**config.mk**
```make
export PLATFORM = sky130hd
export DESIGN_NAME = alu_arb
export DESIGN_NICKNAME = d
export VERILOG_FILES = /design/src/rtl/alu_arb.sv
export SDC_FILE = /design/constraint.sdc
export NUM_CORES = 1
export LEC_CHECK = 0
export ABC_AREA = 1
export BUFFER_PORTS_ARGS = -buffer_cell sky130_fd_sc_hd__buf_2
export CAP_MARGIN = 20
export CORE_MARGIN = 2
export CORE_UTILIZATION = 39
export CTS_CLUSTER_DIAMETER = 40
export CTS_CLUSTER_SIZE = 30
export DETAILED_ROUTE_END_ITERATION = 16
export GPL_TIMING_DRIVEN = 0
export PLACE_DENSITY = 0.76
export SETUP_SLACK_MARGIN = 0.5
export SYNTH_ARGS = -nofsm -noshare
export SYNTH_HDL_FRONTEND = slang
export SYNTH_SLANG_ARGS = --single-unit
export TNS_END_PERCENT = 1
```
**constraint.sdc**
```tcl
create_clock -name clk_i -period 1.15 [get_ports clk_i]
set_input_delay 0.0575 -clock clk_i [delete_from_list [all_inputs] [get_ports clk_i]]
set_output_delay 0.0575 -clock clk_i [all_outputs]
set_load 0.005 [all_outputs]
```
**src/rtl/alu_arb.sv**
```systemverilog
// Two-requester round-robin front end for a single shared, combinational ALU.
// Each accepted operation runs as accept (IDLE) -> execute (EXEC) -> hold result until taken (RESP).
module alu_arb #(
    parameter int XLEN = 32,
    parameter int NREQ = 2
) (
    input  logic                 clk_i,
    input  logic                 rst_i,
    input  logic [NREQ-1:0]      req_valid_i,
    output logic [NREQ-1:0]      req_ready_o,
    input  logic [3*NREQ-1:0]    req_comp_sel_i,
    input  logic [NREQ-1:0]      req_op_0_sel_i,
    input  logic [3*NREQ-1:0]    req_op_1_sel_i,
    input  logic [NREQ*XLEN-1:0] req_a_data_i,
    input  logic [NREQ*XLEN-1:0] req_b_data_i,
    output logic [NREQ-1:0]      rsp_valid_o,
    input  logic [NREQ-1:0]      rsp_ready_i,
    output logic                 rsp_comp_o,
    output logic [XLEN-1:0]      rsp_data_o,
    output logic [2:0]           alu_comp_sel_o,
    output logic                 alu_op_0_sel_o,
    output logic [2:0]           alu_op_1_sel_o,
    output logic [XLEN-1:0]      alu_a_data_o,
    output logic [XLEN-1:0]      alu_b_data_o,
    input  logic                 alu_comp_i,
    input  logic [XLEN-1:0]      alu_data_i,
    output logic                 busy_o
);

    localparam logic [1:0] ST_IDLE = 2'd0;
    localparam logic [1:0] ST_EXEC = 2'd1;
    localparam logic [1:0] ST_RESP = 2'd2;

    logic [1:0]      r_state;
    logic            r_last_grant;
    logic            r_grant;
    logic [2:0]      r_comp_sel;
    logic            r_op_0_sel;
    logic [2:0]      r_op_1_sel;
    logic [XLEN-1:0] r_a_data;
    logic [XLEN-1:0] r_b_data;
    logic            r_rsp_comp;
    logic [XLEN-1:0] r_rsp_data;

    logic            w_accept;
    logic            w_grant_idx;
    logic            w_rsp_ack;

    // Under contention the requester that did not win last time goes next.
    assign w_grant_idx = (req_valid_i == 2'b11) ? ~r_last_grant : req_valid_i[1];
    assign w_accept    = (r_state == ST_IDLE) && (|req_valid_i) && !rst_i;
    assign w_rsp_ack   = rsp_ready_i[r_grant];

    assign req_ready_o = w_accept ? (w_grant_idx ? 2'b10 : 2'b01) : 2'b00;
    assign rsp_valid_o = (r_state == ST_RESP) ? (r_grant ? 2'b10 : 2'b01) : 2'b00;
    assign busy_o      = (r_state != ST_IDLE);
    assign rsp_comp_o  = r_rsp_comp;
    assign rsp_data_o  = r_rsp_data;

    assign alu_comp_sel_o = r_comp_sel;
    assign alu_op_0_sel_o = r_op_0_sel;
    assign alu_op_1_sel_o = r_op_1_sel;
    assign alu_a_data_o   = r_a_data;
    assign alu_b_data_o   = r_b_data;

    always_ff @(posedge clk_i) begin
        if (rst_i) begin
            r_state      <= ST_IDLE;
            r_last_grant <= 1'b1;
            r_grant      <= 1'b0;
            r_comp_sel   <= '0;
            r_op_0_sel   <= 1'b0;
            r_op_1_sel   <= '0;
            r_a_data     <= '0;
            r_b_data     <= '0;
            r_rsp_comp   <= 1'b0;
            r_rsp_data   <= '0;
        end else begin
            case (r_state)
                ST_IDLE: begin
                    if (w_accept) begin
                        r_grant      <= w_grant_idx;
                        r_last_grant <= w_grant_idx;
                        r_comp_sel   <= w_grant_idx ? req_comp_sel_i[5:3] : req_comp_sel_i[2:0];
                        r_op_0_sel   <= req_op_0_sel_i[w_grant_idx];
                        r_op_1_sel   <= w_grant_idx ? req_op_1_sel_i[5:3] : req_op_1_sel_i[2:0];
                        r_a_data     <= w_grant_idx ? req_a_data_i[2*XLEN-1:XLEN] : req_a_data_i[XLEN-1:0];
                        r_b_data     <= w_grant_idx ? req_b_data_i[2*XLEN-1:XLEN] : req_b_data_i[XLEN-1:0];
                        r_state      <= ST_EXEC;
                    end
                end
                ST_EXEC: begin
                    r_rsp_comp <= alu_comp_i;
                    r_rsp_data <= alu_data_i;
                    r_state    <= ST_RESP;
                end
                ST_RESP: begin
                    if (w_rsp_ack) begin
                        r_state <= ST_IDLE;
                    end
                end
                default: r_state <= ST_IDLE;
            endcase
        end
    end

endmodule

```
==> out/results.ini <==
[sta]
timing.hold.ws_ns=-0.0445
max_slew_margin_pct=60.6
min_period_ns=1.33
fin_tns_setup_ns=-6.33
finalClockSkew_ns=0.00403
rsz0062_at_grt=yes
finalHoldViolCount=28
slew_violations=0
max_freq_ghz=0.751
finalCritPeriodShare_pct=116
tightest_slew_ns=0.591
finalWorstSetupSlack_ns=-0.182
report.final.setup_viol=77

[global_routing]
grt_overflow_total=0
grt_pass1_wl_um=24800
grt_pass1_vias=5176
antenna_found_initial=0
grt_max_degree=18
grt_use_total_pct=23.4

[floorplan]
initial_core_util_pct=39.7
die_w_um=114
coreArea_um2=12000
die-area_um2=13100
die_y_um=114
pin_count=290
rows=40

[power]
seq_power_share_pct=44.2
vdd.ir_drop.worst_mv=0.804
p_sw_mw=2.72
pwr-share-comb_pct=23.8
sw_frac_of_total_pct=28.4
static-leakage-power_nw=3.71
p_per_area_nw_per_um2=1330
intPower_mw=6.84
clkPwrFrac_pct=32.0

[critical_path]
cp_data_arrival_time_ns=1.27
crit_fanout=3
worstPathRequired_ns=1.09
start_kind=flop
cp-end-kind=output pin
crit_type=flop to output pin

[route]
routed-via-count=5709
drt.antenna.violating_nets=0
wl_um=16000
drt-pass1-iter-count=5
drc=0
via_per_inst=4.83
drtIter0Drc=359
wl_per_cell_um=13.6

[cts]
clk_path_buf_depth=2
cts-root-buf=clkbuf_16
cts_buffers=9
cts-htree-levels=3
cts_tree=yes
clock-sinks=108
insertion_delay_ns=0.34
path_clk_slew_ns=0.07

[synth]
synthesis.area_um2=4750
ys_seq_area_share_pct=45.5
synthCells=717
synth.avg_cell_area_um2=6.63
syn_nets=898
yosys_warnings=0
ys_ff_latch=108
synthDistinctLibCells=15

[placement]
gp_congestion=0.835
preCtsSetupSlack_ns=-0.292
numPortBuffers=288
dp_cells=1152
dp_hpwl_um=12000
placed_area_um2=6410

[finish]
drive_above_1_share_pct=40.8
fin_cells=1181
areaGrowthSynthToFinish_pct=51.4
antenna_cells=0
nets=1210
stdcell_area_um2=7200
nFillCells=1226

[hold_path]
min_path_type=primary input to flop

[run_status]
violations=hold timing, setup timing
status=complete, but fails checks

[job]
cap_violations=0

==> synth_stat cells <==
cell type	number	area share, %
nand2_1	292	23
dfxtp_1	108	45
a21oi_1	74	7.8
nand3_1	72	7.6
nor2_1	71	5.6
o21ai_0	33	3.5
clkbuf_1	24	1.9
buf_2	19	2.0
buf_4	8	1.3
inv_1	8	0.63
buf_1	2	0.16
inv_2	2	0.16
nand2_2	2	0.26
nand3_2	1	0.21
nor2_8	1	0.42
==> cell type report <==
cell class / instances / area [um^2] / share of cell area [%]
multi-input cells: 546 / 2420 / 33.6
flip-flops and latches: 108 / 2210 / 30.7
repair buffers: 301 / 1650 / 22.9
plain buffers: 53 / 405 / 5.63
clock buffers: 10 / 229 / 3.18
well taps: 147 / 184 / 2.56
clock inverters: 6 / 65.1 / 0.904
inverters: 10 / 40.0 / 0.556
==> logic make-up (layout without fill, tap and decap cells) <==
kind of cell / after synthesis / after routing / synth area share, %
AND/OR/NAND/NOR: 439 / 439 / 37.1
buffers and inverters: 63 / 380 / 6.11
AO/OA/AOI/OAI: 107 / 107 / 11.3
flip-flops: 108 / 108 / 45.5
==> worst max-delay path, cell delays in order (launching register included) <==
cell and delay, ns:
dfxtp_2 0.34, nor2_4 0.18, nand3_4 0.09, buf_6 0.14, nor2_4 0.09, buf_2 0.11
==> state kept, by name, summed over array words and instances (netlist names) <==
register        count
alu_op_0_sel_o      1
rsp_comp_o          1
rsp_data_o         32
alu_a_data_o       32
r_state             2
r_grant             1
alu_comp_sel_o      3
r_last_grant        1
alu_b_data_o       32
alu_op_1_sel_o      3
==> routing by layer <==
layer / wire length, um / GRT usage (%) / share of wire, %
met1: 6840 / 29.3 / 43
met4: 444 / 8.46 / 2.8
met3: 1010 / 4.61 / 6.3
met2: 7730 / 40.0 / 48
met5: 0 / 0 / 0
==> power groups by stage <==
stage,sequential [mW],clock [mW],combinational [mW]
finish,4.22,3.06,2.28
global route,4.26,3.29,2.53
CTS,4.21,3.12,2.13
detailed placement,4.26,0,1.98
global placement,4.25,0,1.96
floorplan,4.29,0,1.05
==> stage by stage <==
stage / util [%] / power [mW]
after floorplan: - / 5.34
after detailed placement: 53.6 / 6.24
after CTS: 58.1 / 9.45
final: 60.2 / 9.56
after global routing: 60.2 / 10.1
after global placement: 53.6 / 6.21
==> worst paths after layout <==
check,startpoint,to,slack (ns),depth (start not counted)
worst max-delay path,r_state[1]$_SDFFE_PP0P_,req_ready_o[0],-0.18,5
worst min-delay path,alu_data_i[26],rsp_data_o[26]$_SDFFE_PP0N_,-0.04,3
worst max register to register,r_state[1]$_SDFFE_PP0P_,r_last_grant$_SDFFE_PP1P_,-0.11,7
worst min register to register,alu_a_data_o[27]$_SDFFE_PP0P_,alu_a_data_o[27]$_SDFFE_PP0P_,0.46,2
==> placed cells by master, fill, tap and decap left out <==
cell type | netlist | routed
nand3_4 | 0 | 1
clkinv_4 | 0 | 2
clkbuf_1 | 24 | 15
buf_4 | 8 | 23
clkinvlp_4 | 0 | 1
dfxtp_1 | 108 | 72
inv_2 | 2 | 4
nor2_1 | 71 | 69
buf_1 | 2 | 2
a21oi_1 | 74 | 55
nand2_1 | 292 | 289
nor2_4 | 0 | 2
nand2_4 | 0 | 3
clkbuf_8 | 0 | 1
buf_6 | 0 | 26
clkinv_2 | 0 | 2
clkbuf_4 | 0 | 5
a21oi_2 | 0 | 19
bufinv_16 | 0 | 1
o21ai_0 | 33 | 24
dfxtp_2 | 0 | 36
inv_1 | 8 | 5
nor2_8 | 1 | 1
inv_4 | 0 | 1
nand2_2 | 2 | 2
o21ai_1 | 0 | 9
buf_8 | 0 | 6
nand3_1 | 72 | 72
buf_2 | 19 | 277
clkbuf_16 | 0 | 9
==> repair_timing <==
item,in CTS,in global routing
pin swaps,5,4
setup buffers,9,4
endpoints found under the hold margin,29,18
gates resized for setup,71,79
setup endpoints to repair,217,217
(Power assumes the default switching activity.)
